File: src/rtl/cross_filter5_pkg.sv
// rtl/cross_filter5_pkg.sv - shared pixel width, filter mode codes and sideband type
package cross_filter5_pkg;

    localparam int PIX_W = 8;

    typedef logic [PIX_W-1:0] pix_t;

    localparam logic [1:0] MODE_MED = 2'd0;
    localparam logic [1:0] MODE_MIN = 2'd1;
    localparam logic [1:0] MODE_MAX = 2'd2;
    localparam logic [1:0] MODE_BYP = 2'd3;

    // Per-window control that rides alongside the sorting network
    typedef struct packed {
        logic       vld;
        logic       border;
        logic       eof;
        logic [1:0] mode;
        pix_t       ctr;
    } side_t;

endpackage

File: src/rtl/cross_filter5_cmp_swap8.sv
// rtl/cross_filter5_cmp_swap8.sv - combinational compare-exchange of two unsigned pixels
module cmp_swap8
    import cross_filter5_pkg::*;
(
    input  pix_t a,
    input  pix_t b,
    output pix_t lo,
    output pix_t hi
);

    assign lo = (a < b) ? a : b;
    assign hi = (a < b) ? b : a;

endmodule

File: src/rtl/cross_filter5.sv
// rtl/cross_filter5.sv - 5-pixel cross median/min/max/bypass filter with border pass-through
module cross_filter5
    import cross_filter5_pkg::*;
#(
    parameter int ROW = 30,
    parameter int COL = 30
) (
    input  logic       vga_clk,
    input  logic       rst_n,
    input  logic [7:0] px1,
    input  logic [7:0] px2,
    input  logic [7:0] px3,
    input  logic [7:0] px4,
    input  logic [7:0] px5,
    input  logic       px_vld,
    input  logic       sof,
    input  logic [1:0] mode,
    output logic [7:0] dout,
    output logic       dout_vld,
    output logic       eof
);

    localparam int RW = $clog2(ROW);
    localparam int CW = $clog2(COL);
    localparam logic [RW-1:0] ROW_LAST = RW'(ROW - 1);
    localparam logic [CW-1:0] COL_LAST = CW'(COL - 1);

    logic [RW-1:0] row_cnt;
    logic [CW-1:0] col_cnt;
    logic [1:0]    mode_q;

    logic [RW-1:0] pos_row;
    logic [CW-1:0] pos_col;
    logic [1:0]    cur_mode;
    side_t         s0_side;

    // A sof window is position (0,0) regardless of where the counters were
    assign pos_row  = sof ? '0 : row_cnt;
    assign pos_col  = sof ? '0 : col_cnt;
    assign cur_mode = (px_vld && sof) ? mode : mode_q;

    assign s0_side.vld    = px_vld;
    assign s0_side.border = (pos_row == '0) || (pos_row == ROW_LAST) ||
                            (pos_col == '0) || (pos_col == COL_LAST);
    assign s0_side.eof    = (pos_row == ROW_LAST) && (pos_col == COL_LAST);
    assign s0_side.mode   = cur_mode;
    assign s0_side.ctr    = px3;

    always_ff @(posedge vga_clk or negedge rst_n) begin
        if (!rst_n) begin
            row_cnt <= '0;
            col_cnt <= '0;
            mode_q  <= MODE_MED;
        end else if (px_vld) begin
            if (sof) begin
                row_cnt <= '0;
                col_cnt <= CW'(1);
                mode_q  <= mode;
            end else if (col_cnt == COL_LAST) begin
                col_cnt <= '0;
                row_cnt <= (row_cnt == ROW_LAST) ? '0 : row_cnt + RW'(1);
            end else begin
                col_cnt <= col_cnt + CW'(1);
            end
        end else if (sof) begin
            row_cnt <= '0;
            col_cnt <= '0;
        end
    end

    // Layer 1: sort pairs (px1,px2) and (px3,px4); px5 waits
    pix_t l0, h0, l1, h1;
    cmp_swap8 u_l1a (.a(px1), .b(px2), .lo(l0), .hi(h0));
    cmp_swap8 u_l1b (.a(px3), .b(px4), .lo(l1), .hi(h1));

    side_t s1_side;
    pix_t  s1_l0, s1_h0, s1_l1, s1_h1, s1_e;

    always_ff @(posedge vga_clk or negedge rst_n) begin
        if (!rst_n) begin
            s1_side <= '0;
            s1_l0   <= '0;
            s1_h0   <= '0;
            s1_l1   <= '0;
            s1_h1   <= '0;
            s1_e    <= '0;
        end else begin
            s1_side <= s0_side;
            s1_l0   <= l0;
            s1_h0   <= h0;
            s1_l1   <= l1;
            s1_h1   <= h1;
            s1_e    <= px5;
        end
    end

    // Layer 2: min and max of the first four; dropping both keeps the median rank
    pix_t lo_lo, lo_hi, hi_lo, hi_hi;
    cmp_swap8 u_l2a (.a(s1_l0), .b(s1_l1), .lo(lo_lo), .hi(lo_hi));
    cmp_swap8 u_l2b (.a(s1_h0), .b(s1_h1), .lo(hi_lo), .hi(hi_hi));

    side_t s2_side;
    pix_t  s2_lo_lo, s2_lo_hi, s2_hi_lo, s2_hi_hi, s2_e;

    always_ff @(posedge vga_clk or negedge rst_n) begin
        if (!rst_n) begin
            s2_side  <= '0;
            s2_lo_lo <= '0;
            s2_lo_hi <= '0;
            s2_hi_lo <= '0;
            s2_hi_hi <= '0;
            s2_e     <= '0;
        end else begin
            s2_side  <= s1_side;
            s2_lo_lo <= lo_lo;
            s2_lo_hi <= lo_hi;
            s2_hi_lo <= hi_lo;
            s2_hi_hi <= hi_hi;
            s2_e     <= s1_e;
        end
    end

    // Final layer: median of the remaining three, plus fold px5 into min/max
    pix_t m_lo, m_hi, a_lo, med, mn, mx;
    pix_t unused_a_hi, unused_b_lo, unused_mn_hi, unused_mx_lo;
    cmp_swap8 u_m3a (.a(s2_lo_hi), .b(s2_hi_lo), .lo(m_lo), .hi(m_hi));
    cmp_swap8 u_m3b (.a(m_hi),     .b(s2_e),     .lo(a_lo), .hi(unused_a_hi));
    cmp_swap8 u_m3c (.a(m_lo),     .b(a_lo),     .lo(unused_b_lo), .hi(med));
    cmp_swap8 u_min (.a(s2_lo_lo), .b(s2_e),     .lo(mn), .hi(unused_mn_hi));
    cmp_swap8 u_max (.a(s2_hi_hi), .b(s2_e),     .lo(unused_mx_lo), .hi(mx));

    pix_t sel;
    always_comb begin
        sel = s2_side.ctr;
        if (!s2_side.border) begin
            case (s2_side.mode)
                MODE_MED: sel = med;
                MODE_MIN: sel = mn;
                MODE_MAX: sel = mx;
                default:  sel = s2_side.ctr;
            endcase
        end
    end

    always_ff @(posedge vga_clk or negedge rst_n) begin
        if (!rst_n) begin
            dout     <= '0;
            dout_vld <= 1'b0;
            eof      <= 1'b0;
        end else begin
            dout_vld <= s2_side.vld;
            eof      <= s2_side.vld && s2_side.eof;
            if (s2_side.vld) begin
                dout <= sel;
            end
        end
    end

endmodule
File: config.mk
export PLATFORM = sky130hd
export DESIGN_NAME = cross_filter5
export DESIGN_NICKNAME = d
export VERILOG_FILES = /design/src/rtl/cross_filter5_pkg.sv /design/src/rtl/cross_filter5_cmp_swap8.sv /design/src/rtl/cross_filter5.sv
export SDC_FILE = /design/constraint.sdc
export NUM_CORES = 1
export LEC_CHECK = 0
export CORE_MARGIN = 2
export CORE_UTILIZATION = 53
export DETAILED_ROUTE_END_ITERATION = 16
export PLACE_DENSITY_LB_ADDON = 0.2
export SLEW_MARGIN = 5
export SYNTH_ARGS = -nofsm -noshare
export SYNTH_HDL_FRONTEND = slang
export SYNTH_SLANG_ARGS = --single-unit
File: constraint.sdc
create_clock -name vga_clk -period 4.6 [get_ports vga_clk]
set_input_delay 0.46 -clock vga_clk [delete_from_list [all_inputs] [get_ports vga_clk]]
set_output_delay 0.46 -clock vga_clk [all_outputs]
set_load 0.02 [all_outputs]
# --- After elaboration in Yosys (flattened, before gate mapping) ---
# Cells that the tools add are included.
word_totals:
  ff_bits: 128
  out_inout_bits: 10
  wordCells: 80
classes:
  n_addsub: 2
  n_lt_le_gt_ge: 9
  n_eq_ne: 7
  muxes: 26
  reduce_logical: 10
ops:
  columns: ["operator", "n"]
  rows:
  - ["$mux 8", 15]
  - ["$lt 8x8->1", 9]
  - ["$mux 5", 9]
  - ["$pmux 8 s3", 1]
  - ["$eq 5x5->1 const B", 4]
  - ["$add 5x1->5 const B", 2]
  - ["$logic_not 5->1", 2]
  - ["$logic_and 1x1->1", 3]
  - ["$logic_or 1x1->1", 3]
  - ["$ne 3x1->1 const B", 1]
  - ["$eq 2x1->1 const B", 1]
  - ["$eq 2x2->1 const B", 1]
  - ["$logic_not 2->1", 1]
  - ["$mux 2", 1]
  - ["$reduce_and 2->1", 1]

# --- Longest topological paths before layout ---
# Gate-level depths: netlist (run 1).
depth:
  word_depth: 8
  mapped_depth: 24
  mapped_depth_nobuf: 22

# --- Modules after synthesis ---
# From an unflattened synthesis (run 1), not the netlist that was laid out.
hier_totals:
  cells_unflattened: 608
  area_unflattened_um2: 7793.7
by_module_without_submodules:
  columns: ["mod", "instances", "cells_each", "area_each_um2"]
  rows:
  - ["cross_filter5", 1, 239, 3965.1]
  - ["cmp_swap8", 9, 41, 425.4]

# --- Least setup slack after synthesis (run 1) ---
# No wires, ideal clock.
synth_path:
  kind: "reg-to-reg"
  startpoint: "register s2_lo_hi[6]"
  endpoint: "register dout[7]"
  setup_time_ns: 0.104
  t_arrival_ns: 5.002
  setup_slack_ns: -0.506
  path_stages_with_launch: 22
  period_less_slack_ns: 5.106
  path_cell_list: "dfrtp_1 > ha_1 > and4_1 > o21ai_0 > o21ai_1 > clkbuf_1 > nand2_1 > o21ai_0 > ha_1 > a2111oi_0 > o21ai_1 > or2_4 > buf_6 > o21ai_0 > ha_1 > a21oi_1 > a21oi_1 > nor3_1 > o311ai_0 > a211oi_1 > o2111ai_1 > o311ai_1"
synth_between:
  elab_chain_len: 8
synth_rtl:
  columns: ["item", "line_no", "source"]
  rows:
  - ["from (decl)", "cross_filter5.sv:103", "pix_t s2_lo_lo, s2_lo_hi, s2_hi_lo, s2_hi_hi, s2_e;"]
  - ["from (signal assigned)", "cross_filter5.sv:116", "s2_lo_hi <= lo_hi;"]
  - ["$lt 8x8->1", "cross_filter5_cmp_swap8.sv:11, cross_filter5_cmp_swap8.sv:12", null]
  - ["$mux 8", "cross_filter5_cmp_swap8.sv:12", "assign hi = (a < b) ? b : a;"]
  - ["$lt 8x8->1", null, null]
  - ["$mux 8", "cross_filter5_cmp_swap8.sv:11", "assign lo = (a < b) ? a : b;"]
  - ["$lt 8x8->1", "cross_filter5_cmp_swap8.sv:12", null]
  - ["$mux 8 *", "cross_filter5_cmp_swap8.sv:12", null]
  - ["$pmux 8 s3 *", "cross_filter5.sv:136", "case (s2_side.mode)"]
  - ["$mux 8 *", "cross_filter5.sv:135", "if (!s2_side.border) begin"]
  - ["to (signal assigned)", "cross_filter5.sv:154", "dout <= sel;"]
  - ["to (decl)", "cross_filter5.sv:18", "output logic [7:0] dout,"]
# Mark *: on every way between the ends. The rest lies on a longest branch, timed or not.
# A chain may end at the register's enable or synchronous reset.

# --- Worst setup path after layout (run 1) ---
layout_path:
  startpoint: "register s2_lo_hi[6]"
  endpoint: "register dout[1]"
# Same word-level chain as after synthesis.

==> results.rst, run 1 <==
.. list-table::
   :header-rows: 1

   * - Metric
     - Value
   * - Run status
     - complete, but fails checks
   * - Flops & latches, synth
     - 128
   * - Gate count after technology mapping
     - around 650
   * - WL final
     - 18.8 mm
   * - Number of synthesized flops with an enable pin
     - 0
   * - Number of vias after detailed routing
     - approximately 5600
   * - DRT iter0 DRCs
     - 390
   * - Yosys synthesis warning count
     - 0
   * - Gp weighted congestion
     - 0.990
   * - Number of placed I/O pins
     - 56
   * - Setup repair after global routing missed its margin
     - yes
   * - Via-to-Cell Ratio
     - between 5 and 6
   * - Worst slew pin tran
     - ~1.0 ns
   * - Power density normalized to cell area
     - 575 nW/um2
   * - Number of antenna cells inserted
     - 0
   * - Required @ worst endpoint
     - roughly 4.9 ns
   * - Type of the worst min-delay path
     - in -> async
   * - # clock sinks
     - 128
   * - Floorplan die area
     - 14000 um2
   * - Final min period
     - approximately 4.7 ns
   * - Number of buffers on the longest clock path
     - 2
   * - Setup Skew
     - around 0.01 ns
   * - Dpl cells
     - 917
   * - Port Buffers
     - 55
   * - Number of endpoints with negative hold slack in the final report
     - 0
   * - Row cnt
     - 41
   * - Worst hold margin
     - approximately 0.0046 ns
   * - Antenna-violating nets left
     - 0
   * - Wire length of the first global-routing pass
     - 30.0 mm
   * - Failing checks
     - negative setup slack
   * - Most common library cell in the layout ignoring fill and taps
     - sky130_fd_sc_hd__dfrtp_1
   * - Slew Viols, Final
     - 0
   * - Final non-filler cell total
     - 964
   * - Dominant register cell in the synthesized netlist
     - sky130_fd_sc_hd__dfrtp_1
   * - Via count of the first global-routing pass
     - just under 6000
   * - Clock tree from TritonCTS
     - done
   * - Synthesis-to-finish area growth
     - 30.5%
   * - Antenna violations before repair
     - 0
   * - Sort of element at the end of the critical path
     - flop
   * - Overall die height
     - about 120 um
   * - Area of the mapped netlist
     - ~6900 um2
   * - Post-route core utilization
     - a little under three quarters
   * - Async set-reset flop share out of synthesis
     - 100%
   * - Critical path arrival
     - 5.02 ns
   * - Critical path class
     - reg -> reg
   * - H-Tree Depth
     - 4
   * - Worst-case headroom to the max-slew limit
     - a little under a third
   * - Number of endpoints failing setup at the final stage
     - 8
   * - Yosys cell types
     - 53
   * - Die width
     - around 120 um
   * - Total of max-cap violations
     - 0
   * - Sum of negative setup slack
     - -0.693 ns
   * - Area of the core
     - between 10000 and 15000 um2
   * - Layout net count
     - 892
   * - Worst IR Drop VDD
     - between 0.0002 and 0.00025 V
   * - Fill cell instance count of the final layout
     - roughly 940
   * - Most used cells in the layout excluding fill and tap cells
     - 128 x sky130_fd_sc_hd__dfrtp_1, 68 x sky130_fd_sc_hd__buf_4, 67 x sky130_fd_sc_hd__mux2_2
   * - Total GRT Usage
     - approximately 28%
   * - Period utilisation layout
     - 102%
   * - Largest net degree at the start of global routing
     - 60
   * - Clock-pin slew reported for the worst setup and hold paths after clock tree synthesis
     - about 0.06 ns
   * - Fraction of layout cells with a size suffix above 1
     - ~28%
   * - Total iterations of the first detailed-routing run
     - 5
   * - Cell area after placement
     - 8060 um2
   * - Peak Freq
     - 213 MHz
   * - Leakage power
     - 4.08 nW
   * - Effective utilization at floorplan
     - between 50% and 60%
   * - Type of element launching the critical path
     - flop
   * - Final design instance area without fill
     - 9030 um2
   * - Average instance area after synthesis
     - about 11 um2
   * - Final global-route overflow total
     - 0
   * - Half-perimeter wire length of the detailed placement result
     - 13.9 mm
   * - Synthesized netlist net count
     - ~770
   * - Clock latency on the worst-skew pair
     - ~0.42 ns
   * - Clk root buf
     - sky130_fd_sc_hd__clkbuf_16
   * - Routed wire length per instance
     - 19.5 um
   * - Post-route setup slack
     - -0.106 ns
   * - TritonCTS buffer count
     - 17
   * - Seq/Total Area, Yosys
     - a little under half
   * - Maximum fanout count along the critical path
     - 8
   * - DRC
     - 0
sequential cells by signal, summed over array words and instances (netlist names):
signal,flops
mode_q,2
dout,8
s2_side,13
s1_e,8
s1_h0,8
s1_l0,8
s2_e,8
s1_h1,8
row_cnt,5
s2_hi_lo,8
s2_hi_hi,8
s1_side,13
s2_lo_lo,8
s1_l1,8
eof,1
dout_vld,1
s2_lo_hi,8
col_cnt,5
final cells by class:
cell class | count | area [um2] | share of cell area, %
Timing Repair Buffer | 123 | 1060 | 11.8
Clock buffer | 18 | 439 | 4.86
Multi-Input combinational cell | 447 | 3730 | 41.2
Clock inverter | 14 | 155 | 1.72
Inverter | 62 | 233 | 2.58
Sequential cell | 128 | 3200 | 35.5
Tap cell | 172 | 215 | 2.38
timing repair:
| item | in CTS | in global routing |
|---|---|---|
| hold endpoints to repair | 0 | 0 |
| setup endpoints to repair | 8 | 8 |
| cloned | 1 | 0 |
| hold buffers | 0 | 0 |
| buffers inserted | 10 | 4 |
| gates resized for setup | 45 | 22 |
| pin swaps | 36 | 10 |
power breakdown:
part	switching (W)	leakage, nW	internal [W]
Clock	0.000514	0.288	0.000820
Sequential	0.000126	1.51	0.00128
Combinational	0.00128	2.28	0.00118
Total	0.00192	4.08	0.00327
worst paths after layout:
kind,from,to,slack (ns),cells after the start
worst max-delay path,s2_lo_hi[6],dout[1],-0.11,21
worst min-delay path,rst_n,s1_h0[7],0.005,1
worst max register to register,s2_lo_hi[6],dout[1],-0.11,21
worst min register to register,s1_e[5],s2_e[5],0.34,0
max in group asynchronous,rst_n,dout[0],3.50,2
min in group vga_clk,s1_e[5],s2_e[5],0.34,0
cells by family (layout without fill, tap and decap cells):
| group | count (synthesis) | in the layout | synth area share, % |
|---|---|---|---|
| AND/OR/NAND/NOR | 126 | 126 | 8.82 |
| adder cells (fa/ha/maj) | 67 | 67 | 12.1 |
| buffers and inverters | 78 | 217 | 4.45 |
| flip-flops | 128 | 128 | 46.3 |
| multiplexers | 72 | 72 | 11.8 |
| AO/OA/AOI/OAI | 181 | 182 | 16.6 |
critical path: stages (launching register included):
cell and delay, ns:
sky130_fd_sc_hd__dfrtp_1 0.41, sky130_fd_sc_hd__ha_4 0.28, sky130_fd_sc_hd__and4_4 0.24, sky130_fd_sc_hd__o21ai_4 0.09, sky130_fd_sc_hd__o21ai_4 0.32, sky130_fd_sc_hd__nand2_1 0.11, sky130_fd_sc_hd__o21ai_2 0.08, sky130_fd_sc_hd__ha_1 0.27
sky130_fd_sc_hd__a21oi_2 0.15, sky130_fd_sc_hd__o21ai_1 0.13, sky130_fd_sc_hd__o21ai_1 0.19, sky130_fd_sc_hd__mux2i_2 0.10, sky130_fd_sc_hd__or2_4 0.29, sky130_fd_sc_hd__mux2i_2 0.16, sky130_fd_sc_hd__ha_1 0.33, sky130_fd_sc_hd__nand4_1 0.19
sky130_fd_sc_hd__buf_4 0.20, sky130_fd_sc_hd__a21oi_4 0.12, sky130_fd_sc_hd__nor3_4 0.07, sky130_fd_sc_hd__and3_4 0.19, sky130_fd_sc_hd__a221o_2 0.41, sky130_fd_sc_hd__o311ai_2 0.26
metrics by stage:
stage	worst slack, ns	power (W)
after detailed placement	-0.359	0.00337
after global routing	-0.391	0.00549
after global placement	-0.175	0.00334
after CTS	0.00167	0.00501
after floorplan	0.0261	0.00259
final	-0.106	0.00519
routing by layer:
metal	GRT usage [%]	up-vias	part of all wire (%)
met5	0	-	0
met4	11.1	0	3.0
met3	4.63	35	3.2
met2	48.2	131	51
met1	34.4	2782	43
li1	-	2621	-
cell usage after synthesis (all sizes together), types with 4 or more instances:
library cell,count,area [um2]
a21oi,43,215
clkbuf,12,45.0
nand4,8,50.1
nor2,33,124
nand2b,10,62.6
mux2i,4,43.8
o2111ai,7,61.3
dfrtp,128,3200
a21boi,6,45.0
a211o,5,43.8
o311ai,8,70.1
o31ai,8,60.1
a21o,10,75.1
a211oi,5,37.5
o21ai,62,310
inv,62,233
buf,4,30.0
nand2,32,120
nor2b,4,25.0
ha,67,838
mux2,68,769
nand3,20,100
o21a,9,67.6
(Power assumes the default switching activity.)
==> run 2, diff against run 1 <==
--- a/config.mk
+++ b/config.mk
@@ -8,7 +8,7 @@
 export CORE_MARGIN = 2
 export CORE_UTILIZATION = 53
 export DETAILED_ROUTE_END_ITERATION = 16
-export PLACE_DENSITY_LB_ADDON = 0.2
+export PLACE_DENSITY_LB_ADDON = 0.05
 export SLEW_MARGIN = 5
 export SYNTH_ARGS = -nofsm -noshare
 export SYNTH_HDL_FRONTEND = slang
==> run 2 against run 1 <==
  * Sequential share of layout area is 0.13 points lower
  * The flow still finishes with violations (negative setup slack)
  * Register-to-register slack better by 0.02 ns
  * Critical endpoint is now dout[4]
  * Sequential power about the same
  * Global-route usage up 0.40 points
  * Critical path depth unchanged
==> results.rst, run 2 (synthesized netlist as in run 1, its figures left out) <==
.. list-table::
   :header-rows: 1

   * - Metric
     - Value
   * - Number of instances on the worst hold path
     - 0
   * - Critical Path Stages
     - 21 (unchanged)
   * - Power, Total
     - 0.00518 W (-0.25%)
   * - Critical path class
     - reg -> reg
   * - Most common library cell in the layout ignoring fill and taps
     - sky130_fd_sc_hd__dfrtp_1
   * - Final non-filler cell total
     - 959 (-0.52%)
   * - Number of placed I/O pins
     - 56 (unchanged)
   * - Setup Skew
     - 0.00613 ns (-0.00418 ns)
   * - Slowest cell on crit path
     - sky130_fd_sc_hd__a221o_2
   * - Type of the worst min-delay path
     - reg -> reg
   * - Routed wire length per instance
     - 19.3 um (-0.74%)
   * - Slew Viols, Final
     - 0 (unchanged)
   * - Most common cell on crit path
     - sky130_fd_sc_hd__o21ai_2
   * - # clock sinks
     - 128 (unchanged)
   * - Area of the core
     - 12700 um2 (unchanged)
   * - DRT iter0 DRCs
     - 325 (-17%)
   * - Clk root buf
     - sky130_fd_sc_hd__clkbuf_16
   * - Fraction of layout cells with a size suffix above 1
     - 28.5% (+0.31 points)
   * - Overall die height
     - 118 um (unchanged)
   * - R2R Path End
     - dout[4]
   * - Final min period
     - 4.69 ns (-0.0193 ns)
   * - Clock-pin slew reported for the worst setup and hold paths after clock tree synthesis
     - 0.06 ns (about the same)
   * - Register area
     - 3200 um2 (unchanged)
   * - Port Buffers
     - 55 (unchanged)
   * - Number of endpoints failing setup at the final stage
     - 8 (unchanged)
   * - Final global-route overflow total
     - 0 (unchanged)
   * - Setup slack of the most critical reg-to-reg path
     - -0.09 ns (+0.02 ns)
   * - Period utilisation layout
     - 102% (-0.42 points)
   * - Total of max-cap violations
     - 0 (unchanged)
   * - Launch point of the worst path
     - s2_lo_hi[7]
   * - Layout net count
     - 888 (-0.45%)
   * - Effective utilization at floorplan
     - 54.6% (unchanged)
   * - Slowest Stage Delay on Critical Path
     - 0.45 ns (+0.04 ns)
   * - Worst slew pin tran
     - 0.993 ns (-0.0442 ns)
   * - Number of buffers on the longest clock path
     - 2 (unchanged)
   * - Hold-critical path endpoint
     - s2_e[5]
   * - Sum of negative setup slack
     - -0.346 ns (+0.347 ns)
   * - Worst path top cell family by delay
     - compound AO/OA/AOI/OAI gates
   * - Sort of element at the end of the critical path
     - flop
   * - Most used cells in the layout excluding fill and tap cells
     - 128 x sky130_fd_sc_hd__dfrtp_1, 67 x sky130_fd_sc_hd__mux2_2, 60 x sky130_fd_sc_hd__inv_1, 60 x sky130_fd_sc_hd__buf_4, 56 x sky130_fd_sc_hd__ha_1
   * - Dpl cells
     - 912 (-0.55%)
   * - Floorplan die area
     - 14000 um2 (unchanged)
   * - Half-perimeter wire length of the detailed placement result
     - 13.8 mm (-0.71%)
   * - Die width
     - 118 um (unchanged)
   * - Clock latency on the worst-skew pair
     - 0.42 ns (about the same)
   * - WL final
     - 18.6 mm (-1.3%)
   * - Worst-case headroom to the max-slew limit
     - 33.2% (+3.0 points)
   * - Run status
     - complete, but fails checks
   * - Worst IR Drop VDD
     - 0.000342 V (+39%)
   * - Largest net degree at the start of global routing
     - 68 (+13%)
   * - Clock tree from TritonCTS
     - done
   * - Number of endpoints with negative hold slack in the final report
     - 0 (unchanged)
   * - Cell area after placement
     - 8030 um2 (-0.47%)
   * - Failing checks
     - negative setup slack
   * - Antenna violations before repair
     - 0 (unchanged)
   * - Count of cells along the worst register-to-register path
     - 21 (unchanged)
   * - Total iterations of the first detailed-routing run
     - 5 (unchanged)
   * - Required @ worst endpoint
     - 4.92 ns (about the same)
   * - Worst hold margin
     - 0.347 ns (+0.342 ns)
   * - Number of vias after detailed routing
     - 5550 (-0.34%)
   * - Multi-input gate area in the final layout
     - 3810 um2 (+2.2%)
   * - Wire length of the first global-routing pass
     - 30.1 mm (+0.21%)
   * - Synthesis-to-finish area growth
     - 31.0%
   * - Hold path start
     - s1_e[5]
   * - Critical path, cell by cell
     - ha_4 -> and4_1 -> o21ai_2 -> o21ai_4 -> buf_6 -> nand2_1 -> o21ai_2 -> ha_2 -> o21ai_2 -> a211oi_2 -> o21ai_1 -> mux2i_2 -> or2_4 -> mux2i_4 -> ha_4 -> nand4_1 -> a21oi_1 -> nor3_4 -> and3_4 -> a221o_2 -> o311ai_2
   * - Final design instance area without fill
     - 9070 um2 (+0.36%)
   * - Row cnt
     - 41 (unchanged)
   * - Leakage power
     - 4.06 nW (-0.48%)
   * - Number of antenna cells inserted
     - 0 (unchanged)
   * - Maximum fanout count along the critical path
     - 6 (-2)
   * - Post-route setup slack
     - -0.0863 ns (+0.0193 ns)
   * - Antenna-violating nets left
     - 0 (unchanged)
   * - Regs by FF count
     - s1_side (13), s2_side (13)
   * - Type of element launching the critical path
     - flop
   * - Reg-to-Reg Start
     - s2_lo_hi[7]
   * - Via-to-Cell Ratio
     - 5.79 (+0.18%)
   * - TritonCTS buffer count
     - 17 (unchanged)
   * - Peak Freq
     - 213 MHz (+0.41%)
   * - Via count of the first global-routing pass
     - 5778 (-0.22%)
   * - Total GRT Usage
     - 28.2% (+0.40 points)
   * - Buffers and inverters on the worst path
     - 1 (unchanged)
   * - Setup repair after global routing missed its margin
     - yes
   * - Power density normalized to cell area
     - 571 nW/um2 (-0.60%)
   * - Gp weighted congestion
     - 0.894 (-9.6%)
   * - DRC
     - 0 (unchanged)
   * - Fill cell instance count of the final layout
     - 966 (+3.0%)
   * - Critical path arrival
     - 5.00 ns (-0.02 ns)
   * - H-Tree Depth
     - 4 (unchanged)
==> run 2: cell types whose count changed in the layout (fill, tap and decap cells not counted), moves of 3 or more <==
cell,change
sky130_fd_sc_hd__ha_1,-4
sky130_fd_sc_hd__o21ai_2,+5
sky130_fd_sc_hd__ha_4,+4
sky130_fd_sc_hd__o21ai_1,-4
sky130_fd_sc_hd__buf_6,+3
sky130_fd_sc_hd__buf_4,-8
==> run 2: how the worst max path moves through the flow <==
stage / endpoint / slack (ns)
2_1_floorplan: dout[1] / 0.03
3_3_place_gp: dout[7] / -0.20
3_5_place_dp: dout[7] / -0.37
4_1_cts: dout[0] / -0.03
5_1_grt: dout[0] / -0.35
6_report: dout[4] / -0.09
==> run 2: metrics by stage <==
stage / worst slack (ns) / utilization, %
6_report: -0.0863 / 71.6
5_1_grt: -0.354 / 71.6
4_1_cts: -0.0327 / 69.8
3_5_place_dp: -0.368 / 63.3
3_3_place_gp: -0.198 / 63.3
2_1_floorplan: 0.0261 / -
==> run 2: area by class of cell <==
class	instances	share of cell area, %
inverters	62	2.57
repair buffers	120	11.7
well taps	172	2.37
flip-flops and latches	128	35.3
clock inverters	13	1.27
clock buffers	18	4.73
multi-input cells	446	42.0
==> run 2: metal layers <==
| metal | vias up | global-route usage [%] | share of wire (%) |
|---|---|---|---|
| met5 | - | 0 | 0 |
| met2 | 167 | 47.9 | 50 |
| met3 | 53 | 5.16 | 4.9 |
| li1 | 2609 | - | - |
| met1 | 2721 | 34.1 | 41 |
| met4 | 0 | 14.6 | 4.1 |
==> run 2: what timing repair did <==
item,in CTS,in global routing
pin swaps,38,31
hold endpoints to repair,33,0
endpoints found under the setup margin,8,8
gates resized for setup,47,38
buffers inserted,12,3
cloned,0,0
hold buffers,1,0
==> run 2: where the power goes <==
group	switching, W	total [W]	leakage [nW]	internal (W)
Sequential	0.000123	0.00140	1.51	0.00128
Combinational	0.00130	0.00255	2.29	0.00125
Clock	0.000490	0.00123	0.259	0.000739
==> run 3, diff against run 2 <==
--- a/config.mk
+++ b/config.mk
@@ -5,11 +5,11 @@
 export SDC_FILE = /design/constraint.sdc
 export NUM_CORES = 1
 export LEC_CHECK = 0
+export ABC_AREA = 1
 export CORE_MARGIN = 2
 export CORE_UTILIZATION = 53
 export DETAILED_ROUTE_END_ITERATION = 16
 export PLACE_DENSITY_LB_ADDON = 0.05
-export SLEW_MARGIN = 5
 export SYNTH_ARGS = -nofsm -noshare
 export SYNTH_HDL_FRONTEND = slang
 export SYNTH_SLANG_ARGS = --single-unit
==> run 3 against run 2 <==
  * The flow finishes with violations (negative hold slack)
  * Utilization decreased by 6.8 points
  * Final cell count increased by 5.5%
  * Sequential cell count unchanged
  * Non-clock buffer count decreased by 58
  * Largest cell class is now flip-flops and latches
==> results.rst, run 3 <==
.. list-table::
   :header-rows: 1

   * - Metric
     - Value
   * - Routed wire length per instance
     - 15.4 um (-20%)
   * - Area share of the largest cell type after synthesis
     - 47.8% (+1.5 points)
   * - Gates resized, CTS repair
     - 0 (-100%)
   * - Sort of element at the end of the critical path
     - flop
   * - Most used standard cells in the synthesized netlist
     - 154 x sky130_fd_sc_hd__nand2_1, 128 x sky130_fd_sc_hd__dfrtp_1, 98 x sky130_fd_sc_hd__inv_1
   * - Synthesis-to-finish area growth
     - 20.5%
   * - Clock-pin slew reported for the worst setup and hold paths after clock tree synthesis
     - 0.06 ns (about the same)
   * - Worst IR Drop VDD
     - 0.000285 V (-17%)
   * - Dominant register cell in the synthesized netlist
     - sky130_fd_sc_hd__dfrtp_1
   * - Largest net degree at the start of global routing
     - 59 (-13%)
   * - Maximum fanout count along the critical path
     - 31 (+25)
   * - Number of vias after detailed routing
     - 5375 (-3.2%)
   * - Area of the mapped netlist
     - 6700 um2 (-3.2%)
   * - Dpl cells
     - 980 (+7.5%)
   * - Final global-route overflow total
     - 0 (unchanged)
   * - Synthesized netlist net count
     - 882 (+15%)
   * - Regs by FF count
     - s1_side (13), s2_side (13)
   * - Placement-stage worst setup slack
     - 0.252 ns (+0.620 ns)
   * - Overall die height
     - 116 um (-1.6%)
   * - Required @ worst endpoint
     - 4.96 ns (+0.04 ns)
   * - Wire length of the first global-routing pass
     - 25.2 mm (-16%)
   * - Dominant cell type by area after synthesis
     - sky130_fd_sc_hd__dfrtp_1
   * - Antenna violations before repair
     - 0 (unchanged)
   * - Failing checks
     - negative hold slack
   * - Sum of negative setup slack
     - 0 ns (+0.346 ns)
   * - Gp weighted congestion
     - 0.946 (+5.7%)
   * - Power density normalized to cell area
     - 628 nW/um2 (+9.9%)
   * - Slowest cell on crit path
     - sky130_fd_sc_hd__dfrtp_1
   * - Relative contribution of the clock network to total power
     - 28.8% (+5.1 points)
   * - Cell with the most instances after synthesis
     - sky130_fd_sc_hd__nand2_1
   * - Via-to-Cell Ratio
     - 5.31 (-8.2%)
   * - Number of buffers on the longest clock path
     - 2 (unchanged)
   * - Net switching fraction of the power
     - 39.4% (+2.5 points)
   * - Seq/Total Area, Yosys
     - 47.8% (+1.5 points)
   * - Buffers and inverters on the worst path
     - 2 (+1)
   * - Internal cell power
     - 0.00307 W (-6.0%)
   * - Reg-to-Reg Start
     - s2_hi_lo[7]
   * - Number of endpoints failing setup at the final stage
     - 0 (-8)
   * - Combinational Power Share
     - 42.7% (-6.5 points)
   * - H-Tree Depth
     - 4 (unchanged)
   * - Final design instance area without fill
     - 8080 um2 (-11%)
   * - Type of the worst min-delay path
     - in -> async
   * - Worst-case headroom to the max-slew limit
     - 53.3% (+20 points)
   * - Leakage power
     - 3.97 nW (-2.1%)
   * - Launch point of the worst path
     - s2_hi_lo[7]
   * - Slowest Stage Delay on Critical Path
     - 0.37 ns (-0.08 ns)
   * - Fraction of layout cells with a size suffix above 1
     - 7.50% (-21 points)
   * - Most common cell on crit path
     - sky130_fd_sc_hd__nand2_1
   * - Number of synthesized flops with an enable pin
     - 0 (unchanged)
   * - Most common library cell in the layout ignoring fill and taps
     - sky130_fd_sc_hd__nand2_1
   * - Critical Path Stages
     - 23 (+9.5%)
   * - Ranking of synthesized cells by area
     - sky130_fd_sc_hd__dfrtp_1 48%, sky130_fd_sc_hd__ha_1 13%, sky130_fd_sc_hd__nand2_1 8.6%
   * - Worst hold margin
     - -0.00494 ns (-0.351 ns)
   * - TritonCTS buffer count
     - 17 (unchanged)
   * - Critical path class
     - reg -> reg
   * - Type of element launching the critical path
     - flop
   * - Final min period
     - 4.25 ns (-0.436 ns)
   * - Clk root buf
     - sky130_fd_sc_hd__clkbuf_16
   * - Yosys synthesis warning count
     - 0 (unchanged)
   * - Final non-filler cell total
     - 1012 (+5.5%)
   * - DRC
     - 0 (unchanged)
   * - Worst path top cell family by delay
     - compound AO/OA/AOI/OAI gates
   * - Floorplan die area
     - 13600 um2 (-3.1%)
   * - # clock sinks
     - 128 (unchanged)
   * - Die width
     - 116 um (-1.6%)
   * - Total iterations of the first detailed-routing run
     - 5 (unchanged)
   * - Average instance area after synthesis
     - 8.71 um2 (-18%)
   * - Gate count after technology mapping
     - 769 (+18%)
   * - Slew Viols, Final
     - 0 (unchanged)
   * - Antenna-violating nets left
     - 0 (unchanged)
   * - WL final
     - 15.6 mm (-16%)
   * - Effective utilization at floorplan
     - 53.7% (-0.88 points)
   * - Setup repair after global routing missed its margin
     - no
   * - R2R Path End
     - dout[1]
   * - Clock latency on the worst-skew pair
     - 0.41 ns (about the same)
   * - Setup slack of the most critical reg-to-reg path
     - 0.35 ns (+0.44 ns)
   * - Period utilisation layout
     - 92.4% (-9.5 points)
   * - Flops & latches, synth
     - 128 (unchanged)
   * - Count of cells along the worst register-to-register path
     - 23 (+9.5%)
   * - Total of max-cap violations
     - 0 (unchanged)
   * - Row cnt
     - 41 (unchanged)
   * - Setup Skew
     - 0.00942 ns (+0.00329 ns)
   * - Sequential fraction of design power
     - 28.5% (+1.5 points)
   * - Area of the core
     - 12500 um2 (-1.6%)
   * - Total GRT Usage
     - 24.7% (-3.5 points)
   * - Post-route setup slack
     - 0.350 ns (+0.436 ns)
   * - Most used cells in the layout excluding fill and tap cells
     - 154 x sky130_fd_sc_hd__nand2_1, 128 x sky130_fd_sc_hd__dfrtp_1, 98 x sky130_fd_sc_hd__inv_1
   * - Critical path arrival
     - 4.61 ns (-0.39 ns)
   * - Run status
     - complete, but fails checks
   * - Clock tree from TritonCTS
     - done
   * - Yosys cell types
     - 35 (-34%)
   * - Cell area after placement
     - 7420 um2 (-7.5%)
   * - Switch Pwr
     - 0.00200 W (+4.6%)
   * - DRT iter0 DRCs
     - 287 (-12%)
   * - Async set-reset flop share out of synthesis
     - 100% (unchanged)
   * - Worst slew pin tran
     - 0.700 ns (-0.293 ns)
   * - Peak Freq
     - 235 MHz (+10%)
   * - Half-perimeter wire length of the detailed placement result
     - 11.8 mm (-15%)
   * - Worst setup path end
     - dout[1]
   * - Critical path, cell by cell
     - inv_1 -> ha_1 -> a21oi_1 -> o21a_2 -> nand2_2 -> o21ai_0 -> ha_1 -> nand2_1 -> nor2_1 -> a211oi_4 -> nand2_4 -> o21ai_1 -> ha_1 -> a21oi_1 -> nor2_1 -> a211oi_2 -> buf_4 -> nand2_4 -> nand2_2 -> nand3_1 -> nand2_1 -> nand2_1 -> nand2_1
   * - Setup fix buffers added after clock tree synthesis
     - 0 (-12)
   * - Port Buffers
     - 55 (unchanged)
   * - Layout net count
     - 940 (+5.9%)
   * - Number of endpoints with negative hold slack in the final report
     - 2 (+2)
   * - Number of placed I/O pins
     - 56 (unchanged)
   * - Via count of the first global-routing pass
     - 5282 (-8.6%)
   * - Number of antenna cells inserted
     - 0 (unchanged)
   * - Post-CTS Hold Fix Bufs
     - 0 (-1)
## run 3: cell types whose count changed after synthesis, sizes merged, moves of 8 or more
cell / change
mux2: -66
nand2: +137
a21oi: +28
a21o: -8
nor2: +14
o311ai: -8
o21ai: +17
nand3: +9
inv: +38
nand2b: -10
## run 3: final cells by class
| class | count | area [um2] |
|---|---|---|
| Fill cell | 1027 | 4390 |
| Multi-Input combinational cell | 518 | 3030 |
| Clock inverter | 14 | 213 |
| Tap cell | 172 | 215 |
| Sequential cell | 128 | 3200 |
| Timing Repair Buffer | 62 | 601 |
| Inverter | 100 | 375 |
| Clock buffer | 18 | 439 |
## run 3: per-layer routing
metal | global-route usage (%) | vias to the layer above | wire length (um)
li1 | - | 2666 | -
met1 | 31.3 | 2525 | 7100
met2 | 40.9 | 148 | 7450
met3 | 5.60 | 36 | 647
met4 | 10.4 | 0 | 405
met5 | 0 | - | 0
## run 3: cells by family (layout without fill, tap and decap cells)
logic type | count (synthesis) | in the layout | synth area share, %
xor+xnor | 3 | 3 | 0.392
mux | 2 | 2 | 0.336
simple gates | 259 | 259 | 16.3
fa+ha+maj | 67 | 67 | 12.5
buf+inv | 123 | 194 | 6.97
flops | 128 | 128 | 47.8
compound gates | 187 | 187 | 15.7
## run 3: how the worst min path moves through the flow
stage / startpoint / to / slack, ns
after floorplan: rst_n / col_cnt[0] / 0.16
after detailed placement: s1_side[1] / s2_side[1] / 0.34
after global placement: s1_e[0] / s2_e[0] / 0.33
after global routing: rst_n / s2_e[0] / 0.02
final: rst_n / s2_e[0] / -0.005
after CTS: rst_n / s2_e[0] / 0.007
## run 3: per-stage QoR
stage	total power, W	hold slack (ns)	utilization [%]
6_report	0.00507	-0.00494	64.8
3_5_place_dp	0.00360	0.336	59.6
3_3_place_gp	0.00353	0.332	59.6
2_1_floorplan	0.00303	0.164	-
5_1_grt	0.00545	0.0208	64.8
4_1_cts	0.00507	0.00702	64.8
## run 3: power groups by stage
stage	Clock, W	Combinational, W	Sequential (W)
final	0.00146	0.00217	0.00145
after global routing	0.00153	0.00246	0.00146
after CTS	0.00148	0.00215	0.00144
after global placement	0	0.00208	0.00145
after floorplan	0	0.00161	0.00142
after detailed placement	0	0.00214	0.00146
